[src/rtl/sap1_controller_sequencer.sv]
// sap1_controller_sequencer: SAP-1 T1..T6 ring counter with HALT, decoding T-state and opcode into the control word.
// Define SAP1_CTRL_EARLY_FINISH_EN to skip trailing T-states that carry no control.
module sap1_controller_sequencer (
  input  logic       clock,
  input  logic       reset,
  input  logic [3:0] opcode,
  output logic       cp,
  output logic       ep,
  output logic       lm,
  output logic       ce,
  output logic       li,
  output logic       ei,
  output logic       la,
  output logic       ea,
  output logic       su,
  output logic       eu,
  output logic       lb,
  output logic       lo,
  output logic       halted,
  output logic [5:0] tstate
);
  typedef enum logic [2:0] {T1, T2, T3, T4, T5, T6, HALT} state_t;
  localparam logic [3:0] OP_LDA = 4'b0000;
  localparam logic [3:0] OP_ADD = 4'b0001;
  localparam logic [3:0] OP_SUB = 4'b0010;
  localparam logic [3:0] OP_OUT = 4'b1110;
  localparam logic [3:0] OP_HLT = 4'b1111;
  state_t state_q, state_d;
  logic is_lda, is_arith, is_mem, is_out, is_hlt, is_nop, done;
  assign is_lda   = opcode == OP_LDA;
  assign is_arith = opcode == OP_ADD || opcode == OP_SUB;
  assign is_mem   = is_lda || is_arith;
  assign is_out   = opcode == OP_OUT;
  assign is_hlt   = opcode == OP_HLT;
  assign is_nop   = !is_mem && !is_out && !is_hlt;
`ifdef SAP1_CTRL_EARLY_FINISH_EN
  assign done = (state_q == T3 && is_nop) || (state_q == T4 && is_out) || (state_q == T5 && is_lda);
`else
  assign done = 1'b0;
`endif
  always_ff @(posedge clock or posedge reset) begin
    if (reset) state_q <= T1;
    else       state_q <= state_d;
  end
  always_comb begin
    state_d = HALT;
    case (state_q)
      T1:      state_d = T2;
      T2:      state_d = T3;
      T3:      state_d = done ? T1 : T4;
      T4:      state_d = is_hlt ? HALT : (done ? T1 : T5);
      T5:      state_d = done ? T1 : T6;
      T6:      state_d = T1;
      default: state_d = HALT;
    endcase
  end
  // Moore decode; fetch states ignore opcode, HALT and unused codes drive nothing.
  always_comb begin
    {cp, ep, lm, ce, li, ei, la, ea, su, eu, lb, lo} = '0;
    case (state_q)
      T1: {ep, lm} = 2'b11;
      T2: cp = 1'b1;
      T3: {ce, li} = 2'b11;
      T4: begin
        ei = is_mem;
        lm = is_mem;
        ea = is_out;
        lo = is_out;
      end
      T5: begin
        ce = is_mem;
        la = is_lda;
        lb = is_arith;
      end
      T6: begin
        eu = is_arith;
        la = is_arith;
        su = opcode == OP_SUB;
      end
      default: ;
    endcase
  end
  assign halted = state_q == HALT;
  assign tstate = (state_q == HALT) ? 6'd0 : 6'd1 << state_q;
endmodule
[config.mk]
export PLATFORM = sky130hd
export DESIGN_NAME = sap1_controller_sequencer
export DESIGN_NICKNAME = d
export VERILOG_FILES = /design/src/rtl/sap1_controller_sequencer.sv
export SDC_FILE = /design/constraint.sdc
export NUM_CORES = 1
export LEC_CHECK = 0
export CORE_AREA = 4 4 41 43
export DETAILED_ROUTE_END_ITERATION = 6
export DIE_AREA = 0 0 45 47
export PLACE_DENSITY = 0.72
export SYNTH_ARGS = -nofsm -noshare
export SYNTH_HDL_FRONTEND = slang
export SYNTH_SLANG_ARGS = --single-unit
[constraint.sdc]
create_clock -name clock -period 3.4 [get_ports clock]
set_input_delay 0.68 -clock clock [delete_from_list [all_inputs] [get_ports clock]]
set_output_delay 0.68 -clock clock [all_outputs]
set_load 0.1 [all_outputs]
==> results of run 1 <==
[cell families (layout without fill, tap and decap cells)]
logic type	Yosys count	after routing	share of synthesized area, %
buffers and inverters	8	31	13.6
AOI/OAI and AO/OA	7	7	13.6
muxes	1	1	3.50
xor gates and xnor gates	1	1	2.72
and+or+nand+nor	23	23	43.2
DFF	3	3	23.3
[per-layer routing]
layer | GRT usage [%] | part of all wire, % | vias to the layer above
li1 | - | - | 189
met5 | 0 | 0 | -
met4 | 7.02 | 1.7 | 0
met1 | 11.4 | 45 | 159
met3 | 1.53 | 7.5 | 2
met2 | 14.4 | 46 | 19
[through the flow]
stage	worst slack (ns)	std cells
4_1_cts	0.663	81
3_5_place_dp	0.669	77
2_1_floorplan	-0.0262	43
6_report	0.666	81
5_1_grt	0.555	81
3_3_place_gp	0.721	77
[area by class of cell]
| class | instances | area, sq um |
|---|---|---|
| sequential | 3 | 75.1 |
| clock buffer | 4 | 26.3 |
| multi-input combinational | 32 | 218 |
| fill | 128 | 647 |
| inverter | 3 | 11.3 |
| tap | 15 | 18.8 |
| timing repair buffer | 24 | 305 |
[worst max path at each step]
| stage | start | end | slack (ns) |
|---|---|---|---|
| 2_1_floorplan | state_q[0] | ce | -0.03 |
| 3_3_place_gp | opcode[3] | la | 0.72 |
| 3_5_place_dp | opcode[3] | la | 0.67 |
| 4_1_cts | opcode[3] | la | 0.66 |
| 5_1_grt | opcode[3] | la | 0.56 |
| 6_report | opcode[3] | la | 0.67 |
[worst max-delay path: stages]
cell and delay (ns):
clkdlybuf4s50_1 0.50, nor4b_2 0.33, o21ai_1 0.10, a21oi_1 0.23, buf_12 0.21
[layout by cell type, fill, tap and decap left out, types with 2 or more instances in the layout]
cell type	instances
buf_4	10
buf_12	9
nor2_1	6
clkdlybuf4s50_1	5
nand2_1	4
nor2b_1	3
inv_1	3
a21oi_1	3
dfrtp_1	3
clkbuf_4	3
nor3_2	2
o21bai_1	2
==> results by group, run 1 <==
Critical path
  – Reg-to-reg startpoint: state_q[0]
  – Worst r2r dst: state_q[1]
  – CP Class: input pin to primary output
  – Critical Path RT: 2.72 ns
  – Crit. End Element: primary output
  – Crit start category: input pin
  – Crit path DAT: 2.05 ns
  – Crit-path max FO: 5
  – R2R Setup Slk: 2.06 ns
  – Worst Reg2Reg Path Length in Cells: 4

Logic synthesis
  – Avg Cell Area, Syn: 7.48 sq um
  – Yosys warnings: 0
  – Mapped Nets: 49
  – Synth top area cells: dfrtp_1, buf_4, nor2_1, nor2b_1, a21oi_1
  – Cells after Synth: 43
  – Top FF cell, synth: dfrtp_1
  – Cell Area, Synth: 322 sq um
  – Synth cell types: 21
  – Most common cell in the netlist: nor2_1
  – Sequential area share after synthesis: 23.3%
  – Share of the synthesized area in the top cell type: 23.3%
  – Synth area leader: dfrtp_1
  – Synth Register Bits: 3
  – Post-synth EDFFs: 0
  – Post-synth top cells: nor2_1, nand2_1
  – Synth async-reset ratio: 100%

Global route
  – Vias in the first global route: 334
  – Pin count of the biggest net entering global routing: 14
  – Initial antenna violation count: 0
  – GRT Overall Usage: 9.26%
  – GRT overflow: 0
  – First-pass GRT wire length: 1.41 mm

Final layout
  – Final #Nets: 73
  – Final instance area: 654 sq um
  – Core Util, Final: 50.3%
  – Area grow syn2layout: 104%
  – Share of cells above drive strength 1: 43.9%
  – # diodes: 0

Place
  – Placed inst area: 628 sq um
  – RD Place Congestion: 0.817
  – Final HPWL DP: 713 um
  – Port-buffer cells: 24

CTS
  – H-tree depth: 1
  – Clock sink count: 3
  – Hold_buf cts: 0
  – Total CTS buffers: 3
  – Max Buffers Root-to-Sink: 2
  – CTS root buf: clkbuf_4
  – PostCTS Resize Cnt: 0
  – Clk slew on worst S/H paths: 0.04 ns
  – Postcts setup bufs: 0
  – CTS tree: done
  – Worst-Skew Late Latency: 0.24 ns

Timing
  – Crit share post-route: 80.4%
  – Unrepaired setup endpoints after global routing: false
  – Final Skew: 0.00543 ns
  – Setup-failing EPs final: 0
  – Worst relative slew slack: 72.9%
  – Setup TNS: 0 ns
  – Final worst path period need: 2.73 ns
  – Worst-margin pin slew: 0.407 ns
  – Max Clk Rate: 366 MHz
  – Max-slew violations: 0
  – Final hold vios: 0
  – Hold WS: 0.606 ns

Route
  – DRT Wirelength: 929 um
  – DR WL/cell: 11.5 um
  – DR iter-0 viols: 3
  – Antenna-violating nets left: 0
  – Via count: 369
  – Drt drc: 0
  – Pre-antenna DRT Iters: 2
  – Via density: 4.56

Floorplan
  – Ports: 25
  – Row count: 13
  – Die area: 2120 sq um
  – Core Region: 1300 sq um
  – Die width: 45 um
  – Initial Util: 24.7%
  – Chip Height: 47 um

Run status
  – Status: completed

Hold path
  – Hold WC Path Type: input pin to asynchronous set/reset pin

Flow run
  – Max-cap violations: 0
Power of run 1 is left out: the tool's default activity adds up to more than one toggle a clock period on the data nets, which glitch-free logic cannot reach.
==> inputs of run 2 (changes only) <==
- PLACE_DENSITY: 0.72 -> 0.75
- clock period: 3.4 -> 2.2 ns (I/O delays scaled with it)
==> results by group, run 2 (synthesized netlist as in run 1, its figures left out) <==
Run status
  – Status: completed

Place
  – RD Place Congestion: 0.747
  – Final HPWL DP: 863 um
  – Port-buffer cells: 24

Critical path
  – Crit path DAT: 1.73 ns
  – Crit-path slowest cell: clkdlybuf4s50_1
  – Crit start category: input pin
  – CP Class: input pin to primary output
  – Critical Path, Cell by Cell: clkdlybuf4s50_1 > xnor2_1 > a21oi_2 > buf_12
  – Worst Reg2Reg Path Length in Cells: 4
  – CP peak stage delay: 0.49 ns
  – Crit-path max FO: 5
  – Critical Path RT: 1.76 ns
  – Crit. End Element: primary output

Timing
  – Hold WS: 0.389 ns
  – Worst relative slew slack: 67.4%
  – Setup-failing EPs final: 0
  – Final hold vios: 0
  – Final Skew: 0.00332 ns
  – Setup TNS: 0 ns
  – Final worst path period need: 2.17 ns
  – Max-slew violations: 0
  – Max Clk Rate: 462 MHz
  – Unrepaired setup endpoints after global routing: true
  – Worst-margin pin slew: 0.486 ns
  – Crit share post-route: 98.4%

Final layout
  – # diodes: 0
  – Share of cells above drive strength 1: 62.0%
  – Final #Nets: 78
  – Commonest non-fill, non-tap cell in the layout: buf_12
  – Area grow syn2layout: 177%
  – Core Util, Final: 68.4%
  – Most frequent cells in the layout: buf_12, buf_4, nor2_1

Route
  – Drt drc: 0
  – DR iter-0 viols: 0
  – Pre-antenna DRT Iters: 1
  – DR WL/cell: 12.5 um
  – DRT Wirelength: 1.08 mm
  – Via density: 4.55
  – Via count: 391
  – Antenna-violating nets left: 0

CTS
  – H-tree depth: 1
  – Total CTS buffers: 3
  – Clk slew on worst S/H paths: 0.04 ns
  – CTS tree: done
  – Clock sink count: 3
  – CTS root buf: clkbuf_4
  – Max Buffers Root-to-Sink: 2
  – Postcts setup bufs: 0
  – Worst-Skew Late Latency: 0.24 ns
  – PostCTS Resize Cnt: 0
  – Hold_buf cts: 0

Floorplan
  – Chip Height: 47 um
  – Core Region: 1300 sq um
  – Initial Util: 24.7%
  – Ports: 25
  – Die width: 45 um
  – Row count: 13
  – Die area: 2120 sq um

Global route
  – First-pass GRT wire length: 1.70 mm
  – GRT Overall Usage: 11.3%
  – Initial antenna violation count: 0
  – Vias in the first global route: 403
  – Pin count of the biggest net entering global routing: 12
  – GRT overflow: 0

Hold path
  – Hold WC Path Type: input pin to asynchronous set/reset pin

Flow run
  – Max-cap violations: 0
[run 2: cell types whose count changed in the layout (fill, tap and decap cells not counted), sizes merged]
cell           change
buf                +5
clkdlybuf4s50      -2
dlymetal6s2s       +2
[run 2: metal layers]
layer,vias to the layer above,track usage [%],wire length [um]
met1,170,11.2,389
met3,2,3.07,94
met4,0,8.77,26
met2,18,20.1,564
met5,-,0,0
li1,201,-,-
[run 2: worst max-delay path, delay by kind of cell]
family | cells | cell delay, ns
XOR/XNOR | 1 | 0.47
AO/OA/AOI/OAI | 1 | 0.14
buffers and inverters | 2 | 0.68
[run 2: layout make-up]
class	count	area [sq um]
inverters	3	11.3
multi-input cells	32	285
well taps	15	18.8
flip-flops and latches	3	75.1
repair buffers	29	473
fillers	119	412
clock buffers	4	26.3
[run 2: worst paths after layout]
path                       startpoint                          to  slack [ns]
max                         opcode[1]                          la        0.03
min                             reset  asynchronous set/reset pin        0.39
max reg2reg                state_q[0]                  state_q[1]        0.98
min reg2reg                state_q[0]                  state_q[0]        0.60
max in group asynchronous       reset                  state_q[0]        1.68
min in group clock         state_q[0]                  state_q[0]        0.60
[run 2: through the flow]
stage,worst slack [ns],cells,instance area [sq um]
floorplan,-0.299,43,409
CTS,0.0353,86,873
global route,-0.00839,86,890
global placement,0.0579,82,847
detailed placement,0.0394,82,847
finish,0.0341,86,890
Power of run 2 is left out for the same reason.
==> inputs of run 3 (changes only) <==
- CTS_BUF_LIST: unset -> sky130_fd_sc_hd__clkbuf_8
==> results by group, run 3 (synthesized netlist as in run 1, its figures left out) <==
Final layout
  – Share of cells above drive strength 1: 62.0%
  – # diodes: 0
  – Final #Nets: 78
  – Commonest non-fill, non-tap cell in the layout: buf_12
  – Area grow syn2layout: 182%
  – Final instance area: 908 sq um
  – Most frequent cells in the layout: buf_12, buf_4, nor2_1, inv_1
  – # fillers: 116

Timing
  – Setup TNS: 0 ns
  – Final Skew: 0.00229 ns
  – Hold WS: 0.406 ns
  – Final worst path period need: 2.17 ns
  – Worst relative slew slack: 67.4%
  – Worst-margin pin slew: 0.486 ns
  – Unrepaired setup endpoints after global routing: true
  – Setup-failing EPs final: 0
  – Max Clk Rate: 462 MHz
  – Final setup margin: 0.0341 ns
  – Crit share post-route: 98.4%
  – Max-slew violations: 0
  – Final hold vios: 0

CTS
  – CTS tree: done
  – Total CTS buffers: 3
  – Hold_buf cts: 0
  – Clk slew on worst S/H paths: 0.03 ns
  – H-tree depth: 1
  – CTS root buf: clkbuf_8
  – Worst-Skew Late Latency: 0.22 ns
  – Max Buffers Root-to-Sink: 2
  – Clock sink count: 3

Global route
  – GRT Overall Usage: 11.9%
  – Initial antenna violation count: 0
  – GRT overflow: 0
  – Pin count of the biggest net entering global routing: 12
  – First-pass GRT wire length: 1.73 mm
  – Vias in the first global route: 404

Critical path
  – Critical Path, Cell by Cell: clkdlybuf4s50_1 > xnor2_1 > a21oi_2 > buf_12
  – Crit path DAT: 1.73 ns
  – Worst Reg2Reg Path Length in Cells: 4
  – Crit-path max FO: 5
  – Crit start category: input pin
  – CP Buf/Inv Count: 2
  – CP peak stage delay: 0.49 ns
  – Crit-path slowest cell: clkdlybuf4s50_1
  – Reg-to-reg startpoint: state_q[0]
  – Critical Path RT: 1.76 ns
  – CP top delay family: buffers and inverters
  – Worst r2r dst: state_q[1]
  – Crit. End Element: primary output
  – CP Class: input pin to primary output
  – R2R Setup Slk: 0.99 ns

Flow run
  – Max-cap violations: 0

Floorplan
  – Die area: 2120 sq um
  – Ports: 25
  – Row count: 13
  – Core Region: 1300 sq um
  – Chip Height: 47 um
  – Die width: 45 um
  – Initial Util: 24.7%

Route
  – Via density: 4.58
  – DR iter-0 viols: 0
  – Antenna-violating nets left: 0
  – Drt drc: 0
  – DR WL/cell: 12.7 um
  – DRT Wirelength: 1.09 mm
  – Pre-antenna DRT Iters: 1
  – Via count: 394

Place
  – Pre-CTS WS: 0.0394 ns
  – RD Place Congestion: 0.747
  – Final HPWL DP: 863 um
  – Port-buffer cells: 24
  – Placed inst area: 847 sq um

Run status
  – Status: completed

Hold path
  – Hold WC Path Type: input pin to asynchronous set/reset pin
run 3: changes by cell type in the layout (fill, tap and decap cells not counted), sizes merged:
cell    previous run  this run
clkbuf             4         3
inv                3         4
run 3: area by class of cell:
cell class / count / area (sq um) / share of cell area (%)
tap: 15 / 18.8 / 2.07
sequential: 3 / 75.1 / 8.26
inverter: 3 / 11.3 / 1.24
clock buffer: 3 / 41.3 / 4.55
clock inverter: 1 / 3.75 / 0.413
multi-input combinational: 32 / 285 / 31.4
timing repair buffer: 29 / 473 / 52.1
run 3: timing repair:
item / 4_1_cts / 5_1_grt
resized for setup: 0 / 4
buffers inserted: 0 / 0
endpoints found under the setup margin: 0 / 3
run 3: worst max path at each step:
| stage | depth (start not counted) | start | endpoint |
|---|---|---|---|
| global placement | 5 | opcode[3] | eu |
| global route | 4 | opcode[1] | la |
| finish | 4 | opcode[1] | la |
| detailed placement | 5 | opcode[3] | eu |
| floorplan | 3 | opcode[3] | eu |
| CTS | 5 | opcode[3] | eu |
run 3: metrics by stage:
stage	instances	util, %
6_report	86	69.8
5_1_grt	86	69.8
4_1_cts	86	68.6
3_5_place_dp	82	65.1
3_3_place_gp	82	65.1
2_1_floorplan	43	-
run 3: routing by layer:
metal / share of wire (%) / global-route usage, % / up-vias
li1: - / - / 201
met1: 37 / 11.9 / 171
met2: 52 / 20.1 / 18
met3: 8.0 / 2.30 / 4
met4: 3.5 / 12.3 / 0
met5: 0 / 0 / -
Power of run 3 is left out for the same reason.
